$ cat src/rtl/stress_pkg.sv
// Shared definitions for the stress calculator blocks.
//   state_t    : SAR level-finder control states
//   LEVEL_W    : width of a level / comparator trial value
//   SETTLE_MAX : largest supported comparator settling delay (cycles)
package stress_pkg;

    localparam int LEVEL_W    = 8;
    localparam int SETTLE_MAX = 15;
    localparam int SETTLE_W   = $clog2(SETTLE_MAX + 1);
    localparam int BIT_W      = $clog2(LEVEL_W);

    typedef enum logic {
        IDLE = 1'b0,
        TEST = 1'b1
    } state_t;

endpackage

$ cat src/rtl/sar_level8_settle_timer.sv
// settle_timer: loadable down-counter that spaces comparator samples.
// After a load the counter runs SETTLE..0; tick is high while it sits at 0,
// which marks the cycle whose closing edge samples the comparator.
//   clk  : system clock
//   rst  : synchronous active-high reset
//   load : reload with SETTLE (new candidate presented)
//   en   : count down one step
//   tick : sample cycle indicator
module settle_timer
    import stress_pkg::*;
#(
    parameter int SETTLE = 1
) (
    input  logic clk,
    input  logic rst,
    input  logic load,
    input  logic en,
    output logic tick
);

    logic [SETTLE_W-1:0] cnt;

    assign tick = (cnt == '0);

    always_ff @(posedge clk) begin
        if (rst)
            cnt <= '0;
        else if (load)
            cnt <= SETTLE_W'(SETTLE);
        else if (en && !tick)
            cnt <= cnt - 1'b1;
    end

endmodule

$ cat src/rtl/sar_level8.sv
// sar_level8: successive-approximation level finder.
// Presents trial values to an external "value > trial" comparator and
// resolves the 8-bit level MSB first, one bit per SETTLE+1 cycles.
//   clk    : system clock
//   rst    : synchronous active-high reset
//   start  : begin a conversion (IDLE only; abort in the same cycle wins)
//   abort  : cancel a running conversion, no done, result kept
//   gt_in  : comparator verdict, 1 when value > trial
//   trial  : value driven to the comparator (0 when idle)
//   busy   : conversion in progress
//   done   : one-cycle pulse, result just updated
//   result : last completed level
module sar_level8
    import stress_pkg::*;
#(
    parameter int SETTLE = 1
) (
    input  logic               clk,
    input  logic               rst,
    input  logic               start,
    input  logic               abort,
    input  logic               gt_in,
    output logic [LEVEL_W-1:0] trial,
    output logic               busy,
    output logic               done,
    output logic [LEVEL_W-1:0] result
);

    state_t             state, state_n;
    logic [LEVEL_W-1:0] acc, acc_n;
    logic [LEVEL_W-1:0] result_n;
    logic [BIT_W-1:0]   k, k_n;
    logic               done_n;
    logic [LEVEL_W-1:0] cand;
    logic               accept, sample, tick;

    // Candidate sets bit k on top of the bits already resolved. Presenting
    // cand-1 under a strict '>' comparator means gt=1 exactly when
    // value >= cand, so keeping the bit on gt converges to value itself.
    assign cand  = acc | (LEVEL_W'(1) << k);
    assign busy  = (state == TEST);
    assign trial = busy ? cand - 1'b1 : '0;

    assign accept = (state == IDLE) && start && !abort;
    assign sample = (state == TEST) && !abort && tick;

    settle_timer #(.SETTLE(SETTLE)) u_timer (
        .clk  (clk),
        .rst  (rst),
        .load (accept || sample),
        .en   (state == TEST),
        .tick (tick)
    );

    always_comb begin
        state_n  = state;
        acc_n    = acc;
        k_n      = k;
        result_n = result;
        done_n   = 1'b0;
        case (state)
            IDLE: begin
                if (accept) begin
                    state_n = TEST;
                    acc_n   = '0;
                    k_n     = BIT_W'(LEVEL_W - 1);
                end
            end
            TEST: begin
                if (abort) begin
                    state_n = IDLE;
                end else if (sample) begin
                    if (gt_in)
                        acc_n = cand;
                    if (k == '0) begin
                        result_n = acc_n;
                        done_n   = 1'b1;
                        state_n  = IDLE;
                    end else begin
                        k_n = k - 1'b1;
                    end
                end
            end
            default: state_n = IDLE;
        endcase
    end

    always_ff @(posedge clk) begin
        if (rst) begin
            state  <= IDLE;
            acc    <= '0;
            k      <= '0;
            result <= '0;
            done   <= 1'b0;
        end else begin
            state  <= state_n;
            acc    <= acc_n;
            k      <= k_n;
            result <= result_n;
            done   <= done_n;
        end
    end

endmodule
$ cat config.mk
export PLATFORM = sky130hd
export DESIGN_NAME = sar_level8
export DESIGN_NICKNAME = d
export VERILOG_FILES = /design/src/rtl/stress_pkg.sv /design/src/rtl/sar_level8_settle_timer.sv /design/src/rtl/sar_level8.sv
export SDC_FILE = /design/constraint.sdc
export NUM_CORES = 1
export LEC_CHECK = 0
export ABC_AREA = 0
export BUFFER_PORTS_ARGS = -buffer_cell sky130_fd_sc_hd__buf_2
export CORE_MARGIN = 1.5
export CORE_UTILIZATION = 49
export CTS_CLUSTER_DIAMETER = 60
export DETAILED_ROUTE_END_ITERATION = 16
export HOLD_SLACK_MARGIN = 0.03
export PLACE_DENSITY = 0.74
export SLEW_MARGIN = 20
export SYNTH_ARGS = -nofsm -noshare
export SYNTH_HDL_FRONTEND = slang
export SYNTH_SLANG_ARGS = --single-unit
$ cat constraint.sdc
create_clock -name clk -period 1.8 [get_ports clk]
set_input_delay 0.09 -clock clk [delete_from_list [all_inputs] [get_ports clk]]
set_output_delay 0.09 -clock clk [all_outputs]
set_load 0.02 [all_outputs]
---- Word-level counts from Yosys, hierarchy flattened ----
Cells that the tools add are included.
operators by class
  add/sub/neg operators ................... 3
  equality and inequality tests ........... 4
  shifts and indexed selects .............. 1
  muxes and demuxes ....................... 19
  bitwise gates (word level) .............. 4
  reductions and logical operators ........ 16
operator list
  kind                                                    number
  2-to-1 mux 8 bit                                        5
  one-hot mux 8 bit (2 select lines)                      1
  2-to-1 mux 3 bit                                        4
  OR 8 bit                                                1
  AND reduction 4 bit                                     2
  << shifter 1 x 3 -> 8 bit (first input constant)        1
  subtractor 8 x 1 -> 8 bit (second input constant)       1
  2-to-1 mux 1 bit                                        7
  inequality test 2 bit (second input constant)           3
  one-hot mux 3 bit (2 select lines)                      1
  logical AND 1 bit                                       5
  zero test 4 bit                                         1
  OR reduction 4 bit                                      1
  subtractor 4 x 1 -> 4 bit (second input constant)       1
  zero test 3 bit                                         1
  NOT 1 bit                                               3
  AND reduction 3 bit                                     1
  subtractor 3 x 1 -> 3 bit (second input constant)       1
  zero test 1 bit                                         2
  inequality test 2 x 1 -> 1 bit (second input constant)  1
  one-hot mux 1 bit (2 select lines)                      1
  nonzero test 2 bit                                      1
  OR reduction 2 bit                                      1
  logical OR 1 bit                                        1
word-level totals
  bits in registers ....................... 25

---- Longest topological paths before layout ----
Gate-level depths: netlist of run 1.
  word-level depth ........................ 6
  gate-level depth with buffers ........... 9
  gate-level depth less buffers ........... 9

---- By module ----
Synthesis of run 1 repeated with hierarchy kept, for this count alone.
unflattened totals
  cells, all modules ...................... 163
  area total of the unflattened synthesis .. 1,360.1 um2
by module, submodules not included
  module        times used  cells an instance  area an instance (um2)  sequential area each (um2)
  sar_level8    1           139                1,147.4                 420.4
  settle_timer  1           24                 212.7                   80.1

---- Least setup slack after synthesis of run 1 ----
Ideal clock, no wire load.
  path kind ............................... register to output
  start ................................... reg k[0]
  end ..................................... out trial[6]
  arrival time ............................ 1.884 ns
  required time ........................... 1.710 ns
  setup slack ............................. -0.174 ns
  cell stages (with the launch flop) ...... 10
  path through ............................ dfxtp_1 > inv_1 > ha_1 > nor2b_2 > nor2_1 > ha_1 > nor3b_1 > nand4_1 > xor2_1 > and2_1
on the way
  word-level cells in the longest chain between the ends .. 4
RTL lines
  item                       RTL line          text
  start: declaration         sar_level8.sv:32  logic [BIT_W-1:0] k, k_n;
  start signal: assignment   sar_level8.sv:98  k <= k_n;
  << shifter 1 x 3 -> 8 bit  sar_level8.sv:40  assign cand = acc | (LEVEL_W'(1) << k);
  OR 8 bit                   sar_level8.sv:40
  subtractor 8 x 1 -> 8 bit  sar_level8.sv:42  assign trial = busy ? cand - 1'b1 : '0;
  2-to-1 mux 8 bit           sar_level8.sv:42
  end: declaration           sar_level8.sv:23  output logic [LEVEL_W-1:0] trial,
No other way between the ends.

---- Worst setup path in the final report of run 1 ----
Same ends and word-level chain as after synthesis.

==> results.toml, run 1 <==
[synthesis]
synthMuxAreaShare_pct = 1.46
yosys_most_used_dff = "dfxtp_1"
synth_edf_count = 0
avgSynthCellArea_um2 = 8.50
netlist_top_cells_area = "dfxtp_1, ha_1, nor2_1"
async_flop_share_pct = 0
synth_top_family_by_area = "simple AND/OR/NAND/NOR gates"
synth_fa_ha_area_share_pct = 6.40
synth_top_cells_by_count = "dfxtp_1, nor2_1, a21oi_1"
netlist_area_um2 = 1370
synth-compound-area-share_pct = 19.0
synthCells = 161
synth_top_area_cell = "dfxtp_1"
synth-simple-area-share_pct = 28.5
yosys_warnings = 0
synth_top_area_share_pct = 36.6
synth-seq-cells = 25
syn_nets = 173
synth_cell_types = 42
synth_xor_area_share_pct = 2.56
synth.most_common_cell = "dfxtp_1"
ys_seq_area_share_pct = 36.6

[worst_setup_path]
crit_top_cell = "ha_4"
crit_type = "flop to output pin"
worst-path-buf-inv = 2
arrival_ns = 2.11
cpMaxStageDelayCell = "dfxtp_4"
worstPathRequired_ns = 1.71
crit_chain = "inv_4, ha_4, nor2b_4, nor2_4, ha_4, nor3b_4, nand4_1, xor2_1, and2_4, buf_6"
endpoint_kind = "output pin"
critical-path-top-delay-family = "simple AND/OR/NAND/NOR gates"
max_stage_delay_ns = 0.41
crit_fanout = 3
cp-start-kind = "flop"

[cells_and_area]
fin_util_pct = 72.5
drive_gt1_share_pct = 38.7
diodes = 0
fin_area_um2 = 1860
seq_area_um2 = 505
multi_input_area_um2 = 947
synthToLayoutAreaGrowth_pct = 36.0
fin_nets = 212
fill_cells = 197

[cts]
path_clk_slew_ns = 0.14
cts.sinks = 25
cts_max_level = 1
root_buffer = "clkbuf_4"
cts_max_path_buffers = 2
cts_tree = "yes"
cts_buffers = 3
insertion_delay_ns = 0.33

[drt]
drt-initial-drc-count = 53
firstDrtPassIters = 4
vias_per_cell = 5.79
drc = 0
ant_nets = 0
wl_um = 3520
detail_route.wl_per_cell_um = 15.4
via_count = 1327

[floorplanning]
num_io_pins = 23
die_height_um = 55.9
start_util_pct = 53.3
die_w_um = 55.9
die-area_um2 = 3120
core_area_um2 = 2570
rows = 18

[global_routing]
grt_pass1_vias = 1269
grt_pass1_wl_um = 5530
grt_max_degree = 16
antenna_found_initial = 0
grt_overflow_total = 0
grt.total_usage_pct = 22.3

[pwr]
ir_drop_mv = 0.546
power.density_nw_per_um2 = 655
leakage_nw = 0.740
power.total_mw = 1.22

[sta]
fin_crit_sh_pct = 122
hold_viol = 0
worst_pin_slew_ns = 0.431
fmax_mhz = 454
relSlewSlack_pct = 71.2
fin_ws_ns = -0.404
finClkSkew_ns = 0.00613
maxSlewViolCount = 0
period_minus_slack_ns = 2.20
rsz0062_at_grt = "yes"
setup_viol = 6

[job]
maxCapViolCount = 0

[run_status]
status = "finished, violations left"
violations = "setup timing"

[placed_design]
io_buffers = 22
place_congestion = 0.875
placed_cell_area_um2 = 1590
dp_hpwl_um = 2390
pre_cts_slack_ns = -0.202

[worst_hold_path]
min-delay-path-class = "input port to flop"
==> power breakdown <==
part / internal [mW] / switching, mW / total, mW
Sequential: 0.569 / 0.0172 / 0.586
Combinational: 0.181 / 0.190 / 0.371
Clock: 0.0851 / 0.178 / 0.263
==> cells in the final DEF, fill, tap and decap left out, types with 4 or more instances in the layout <==
cell and instances:
buf_2 16, inv_1 4, buf_4 18, a31oi_1 8, buf_6 7, dfxtp_1 23, a211oi_1 5, and2_1 4
nor2_1 20, ha_4 5, nand2_1 6, nor2b_1 4, a21oi_1 14
==> registers in the layout, summed over array words and instances (netlist names) <==
register / cells
result: 8
done: 1
busy: 1
u_timer.cnt: 4
k: 3
acc: 8
==> final cells by class <==
cell class	count	share of cell area (%)
clock buffers	3	1.21
inverters	6	1.48
clock inverters	1	0.403
repair buffers	42	16.9
well taps	30	2.02
flip-flops and latches	25	27.2
multi-input cells	122	50.9
==> worst reg2reg max path, cell delays in order (launching register included) <==
cell and delay (ns):
dfxtp_1 0.36, inv_1 0.07, ha_1 0.22, and4bb_1 0.32, and3_1 0.25, buf_12 0.16
mux2i_1 0.20, nor2_1 0.06
==> final timing paths <==
path | endpoint | from | depth (start not counted) | slack, ns
worst max-delay path | trial[6] | k[0] | 10 | -0.40
worst min register to register | result[5] | result[5] | 2 | 0.51
worst max register to register | result[4] | u_timer.cnt[0] | 7 | 0.09
worst min-delay path | busy | start | 3 | 0.10
==> per-stage QoR <==
step | hold WS, ns | TNS [ns] | std cells
2_1_floorplan | 0.155 | 0 | 161
3_3_place_gp | 0.415 | -0.0737 | 219
3_5_place_dp | 0.424 | -0.387 | 219
4_1_cts | 0.0763 | -2.15 | 230
5_1_grt | 0.120 | -2.40 | 229
6_report | 0.103 | -1.91 | 229
==> logic make-up after synthesis <==
kind of cell,count (synthesis)
fa+ha+maj,7
compound gates,40
xor+xnor,4
mux,2
flops,25
simple gates,69
buf+inv,14
==> timing repair <==
item | in CTS | in global routing
gates resized for setup | 39 | 9
buffers inserted | 7 | 0
hold buffers | 0 | 0
pin swaps | 16 | 8
setup endpoints to repair | 7 | 7
==> metal layers <==
layer,up-vias,share of wire [%],GRT usage (%)
met5,-,0,0
met4,0,1.9,11.6
met3,8,4.2,2.56
met2,41,51,39.1
met1,631,43,26.7
li1,647,-,-
Power figures use the tool's default switching activity.
==> inputs of run 2 (changes only) <==
Settings changed: BUFFER_PORTS_ARGS -buffer_cell sky130_fd_sc_hd__buf_2 to unset, CORE_MARGIN 1.5 to 8, CORE_UTILIZATION 49 to 55, DONT_BUFFER_PORTS set to 1, PLACE_DENSITY 0.74 to 0.73.
==> results.toml, run 2 (synthesized netlist as in run 1, its figures left out) <==
[run_status]
status = "finished, violations left"
violations = "setup timing"

[cells_and_area]
layout.cells.non_filler = 214
layout_common_cells = "dfxtp_1, nor2_1, buf_4"
fin_nets = 197
top_regs = "acc: 8 flops, result: 8 flops, u_timer.cnt: 4 flops"
fin_util_pct = 74.8
mostFrequentLayoutCell = "dfxtp_1"
synthToLayoutAreaGrowth_pct = 31.7
diodes = 0
fill_cells = 178
drive_gt1_share_pct = 34.8

[pwr]
combPwrFrac_pct = 29.7
p_clk_share_pct = 22.6
pwr-share-seq_pct = 47.7
power.density_nw_per_um2 = 690
p_sw_uw = 401
ir_drop_mv = 0.731
switching_share_pct = 32.3
leakage_nw = 0.674
p_int_uw = 843

[floorplanning]
die-area_um2 = 4340
die_height_um = 65.9
rows = 18
core_area_um2 = 2410
num_io_pins = 23
die_w_um = 65.9
start_util_pct = 56.8

[worst_hold_path]
min_to = "result[3]"
min-delay-start = "gt_in"
hold_depth = 2
min-delay-path-class = "input port to flop"

[sta]
fin_crit_sh_pct = 120
finClkSkew_ns = 0.00474
maxSlewViolCount = 0
relSlewSlack_pct = 58.3
rsz0062_at_grt = "yes"
setup_viol = 6
fmax_mhz = 462
period_minus_slack_ns = 2.16
hold_viol = 0
fin_ws_ns = -0.364
worst_pin_slew_ns = 0.624
fin_tns_setup_ns = -1.71

[drt]
wl_um = 3990
drt-initial-drc-count = 90
drc = 0
vias_per_cell = 6.30
firstDrtPassIters = 4
detail_route.wl_per_cell_um = 18.7
via_count = 1349
ant_nets = 0

[global_routing]
grt_overflow_total = 0
grt_max_degree = 17
grt_pass1_vias = 1275
grt_pass1_wl_um = 5930
grt.total_usage_pct = 17.4
antenna_found_initial = 0

[cts]
insertion_delay_ns = 0.33
cts_max_path_buffers = 2
cts_tree = "yes"
root_buffer = "clkbuf_4"
cts.sinks = 25
cts_max_level = 1
path_clk_slew_ns = 0.15
cts_buffers = 3

[worst_setup_path]
crit_fanout = 3
cp-start-kind = "flop"
worstPathRequired_ns = 1.71
reg2reg_from = "u_timer.cnt[0]"
arrival_ns = 2.07
crit_type = "flop to output pin"
reg2reg_slack_ns = 0.13
r2r-end = "result[4]"
worst_r2r_path_depth = 7
endpoint_kind = "output pin"

[placed_design]
dp_cells = 199
dp_hpwl_um = 2520
place_congestion = 0.926
io_buffers = 0
pre_cts_slack_ns = -0.0634

[job]
maxCapViolCount = 0
run 2: metrics by stage:
step / power (mW) / cell area, um2 / hold WS [ns]
2_1_floorplan: 0.775 / 1380 / 0.155
3_3_place_gp: 0.835 / 1500 / 0.159
3_5_place_dp: 0.845 / 1500 / 0.161
4_1_cts: 1.17 / 1700 / 0.0514
5_1_grt: 1.30 / 1800 / 0.0356
6_report: 1.24 / 1800 / 0.0393
run 2: timing repair:
action,in CTS,in global routing
setup endpoints to repair,7,7
gates cloned,0,0
pin swaps,9,10
setup buffers,4,3
resized for setup,30,17
hold buffers,4,0
endpoints found under the hold margin,14,0
run 2: power groups by stage:
stage               sequential (mW)  combinational (mW)  clock [mW]
floorplan                     0.599               0.176           0
global placement              0.599               0.236           0
detailed placement            0.601               0.244           0
CTS                           0.592               0.305       0.276
global route                  0.596               0.395       0.307
finish                        0.594               0.369       0.281
run 2: how the worst max path moves through the flow:
stage	slack, ns	endpoint	from
final	-0.36	trial[6]	k[0]
after global routing	-0.46	trial[6]	k[0]
after CTS	-0.33	trial[6]	k[0]
after detailed placement	-0.06	trial[6]	k[0]
after global placement	0.04	trial[6]	k[1]
after floorplan	0.01	trial[6]	k[1]
run 2: cell type report:
type / count / area [um2] / area share (%)
repair buffers: 27 / 236 / 13.1
flip-flops and latches: 25 / 505 / 28.0
inverters: 6 / 27.5 / 1.53
clock inverters: 1 / 8.76 / 0.486
well taps: 30 / 37.5 / 2.08
multi-input cells: 122 / 965 / 53.5
clock buffers: 3 / 22.5 / 1.25
run 2: worst max-delay path, cell delays in order, from the launching register on:
cell and delay [ns]:
dfxtp_4 0.41, inv_4 0.04, ha_4 0.15, nor2b_4 0.13
nor2_4 0.12, ha_4 0.14, nor3b_4 0.19, nand4_1 0.15
xor2_1 0.19, and2_4 0.19
run 2: per-layer routing:
metal | global-route usage, % | wire length [um]
met3 | 4.24 | 303
met1 | 18.6 | 1580
met4 | 7.08 | 94
met2 | 31.5 | 2020
met5 | 0 | 0
==> inputs of run 3 (changes only) <==
Settings changed: CORE_UTILIZATION 55 to 58, CTS_BUF_LIST set to sky130_fd_sc_hd__clkbuf_8, PLACE_DENSITY 0.73 to 0.76, SKIP_CTS_REPAIR_TIMING set to 1, SLEW_MARGIN 20 to 5.
==> results.toml, run 3 (synthesized netlist as in run 1, its figures left out) <==
[worst_setup_path]
endpoint_kind = "output pin"
arrival_ns = 1.95
cp-start-kind = "flop"
crit_type = "flop to output pin"
crit_fanout = 3
worstPathRequired_ns = 1.71

[global_routing]
grt_overflow_total = 0
grt_pass1_wl_um = 5380
antenna_found_initial = 0
grt.total_usage_pct = 15.7
grt_max_degree = 16
grt_pass1_vias = 1207

[cells_and_area]
drive_gt1_share_pct = 35.2
top_regs = "acc: 8 flops, result: 8 flops, u_timer.cnt: 4 flops"
fill_cells = 136
diodes = 0
seq_area_um2 = 507
layout_common_cells = "dfxtp_1, nor2_1, buf_4"
layout.cells.non_filler = 207
mostFrequentLayoutCell = "dfxtp_1"
fin_area_um2 = 1770
synthToLayoutAreaGrowth_pct = 29.1
fin_util_pct = 79.1
fin_nets = 192
multi_input_area_um2 = 975

[pwr]
power.total_mw = 1.26
ir_drop_mv = 0.552
leakage_nw = 0.650
power.density_nw_per_um2 = 711

[job]
maxCapViolCount = 0

[run_status]
violations = "setup timing"
status = "finished, violations left"

[floorplanning]
core_area_um2 = 2230
die-area_um2 = 4170
num_io_pins = 23
rows = 17
start_util_pct = 61.3
die_w_um = 64.6
die_height_um = 64.6

[sta]
rsz0062_at_grt = "yes"
hold_viol = 0
relSlewSlack_pct = 59.7
worst_pin_slew_ns = 0.602
maxSlewViolCount = 0
fin_crit_sh_pct = 113
fin_tns_setup_ns = -0.809
period_minus_slack_ns = 2.04
finClkSkew_ns = 0.00217
worst_hold_slack_ns = 0.00409
fmax_mhz = 490
fin_ws_ns = -0.240
setup_viol = 5

[drt]
firstDrtPassIters = 6
vias_per_cell = 6.06
detail_route.wl_per_cell_um = 16.9
drc = 0
ant_nets = 0
wl_um = 3500
drt-initial-drc-count = 60
via_count = 1255

[cts]
cts_tree = "yes"
root_buffer = "clkbuf_8"
cts_max_path_buffers = 2
insertion_delay_ns = 0.27
cts.sinks = 25
cts_buffers = 3
path_clk_slew_ns = 0.08
cts_max_level = 1

[worst_hold_path]
min-delay-path-class = "input port to flop"

[placed_design]
io_buffers = 0
dp_cells = 198
placed_cell_area_um2 = 1490
dp_hpwl_um = 2390
place_congestion = 0.925
pre_cts_slack_ns = -0.0865
## run 3: final cells by class
class / instances / share of cell area, %
sequential: 25 / 28.7
clock buffer: 3 / 2.34
inverter: 6 / 1.42
tap: 28 / 1.98
timing repair buffer: 22 / 10.2
multi-input combinational: 122 / 55.2
clock inverter: 1 / 0.212
## run 3: path summary, 6_finish.rpt
| path | start | end | slack [ns] | depth (start not counted) |
|---|---|---|---|---|
| worst max-delay path | k[0] | trial[6] | -0.24 | 9 |
| worst min-delay path | rst | busy | 0.004 | 3 |
| worst max register to register | u_timer.cnt[0] | result[6] | 0.11 | 7 |
| worst min register to register | u_timer.cnt[0] | u_timer.cnt[0] | 0.49 | 2 |
## run 3: routing by layer
layer	vias to the layer above	routed length (um)	global-route usage, %
met5	-	0	0
met4	0	104	8.45
met3	13	227	3.09
met2	48	1730	25.5
met1	584	1440	19.1
li1	610	-	-
## run 3: power by group
part / total [mW] / internal [mW] / switching (mW)
clock: 0.325 / 0.153 / 0.172
sequential: 0.591 / 0.568 / 0.0225
combinational: 0.341 / 0.169 / 0.173
## run 3: worst max-delay path, cell delays in order (launching register included)
cell and delay, ns:
dfxtp_4 0.38, inv_4 0.04, ha_4 0.15, nor2b_4 0.13
nor2_4 0.16, ha_4 0.16, nor3b_4 0.19, nand4_1 0.13
xor2_1 0.15, and2_4 0.19
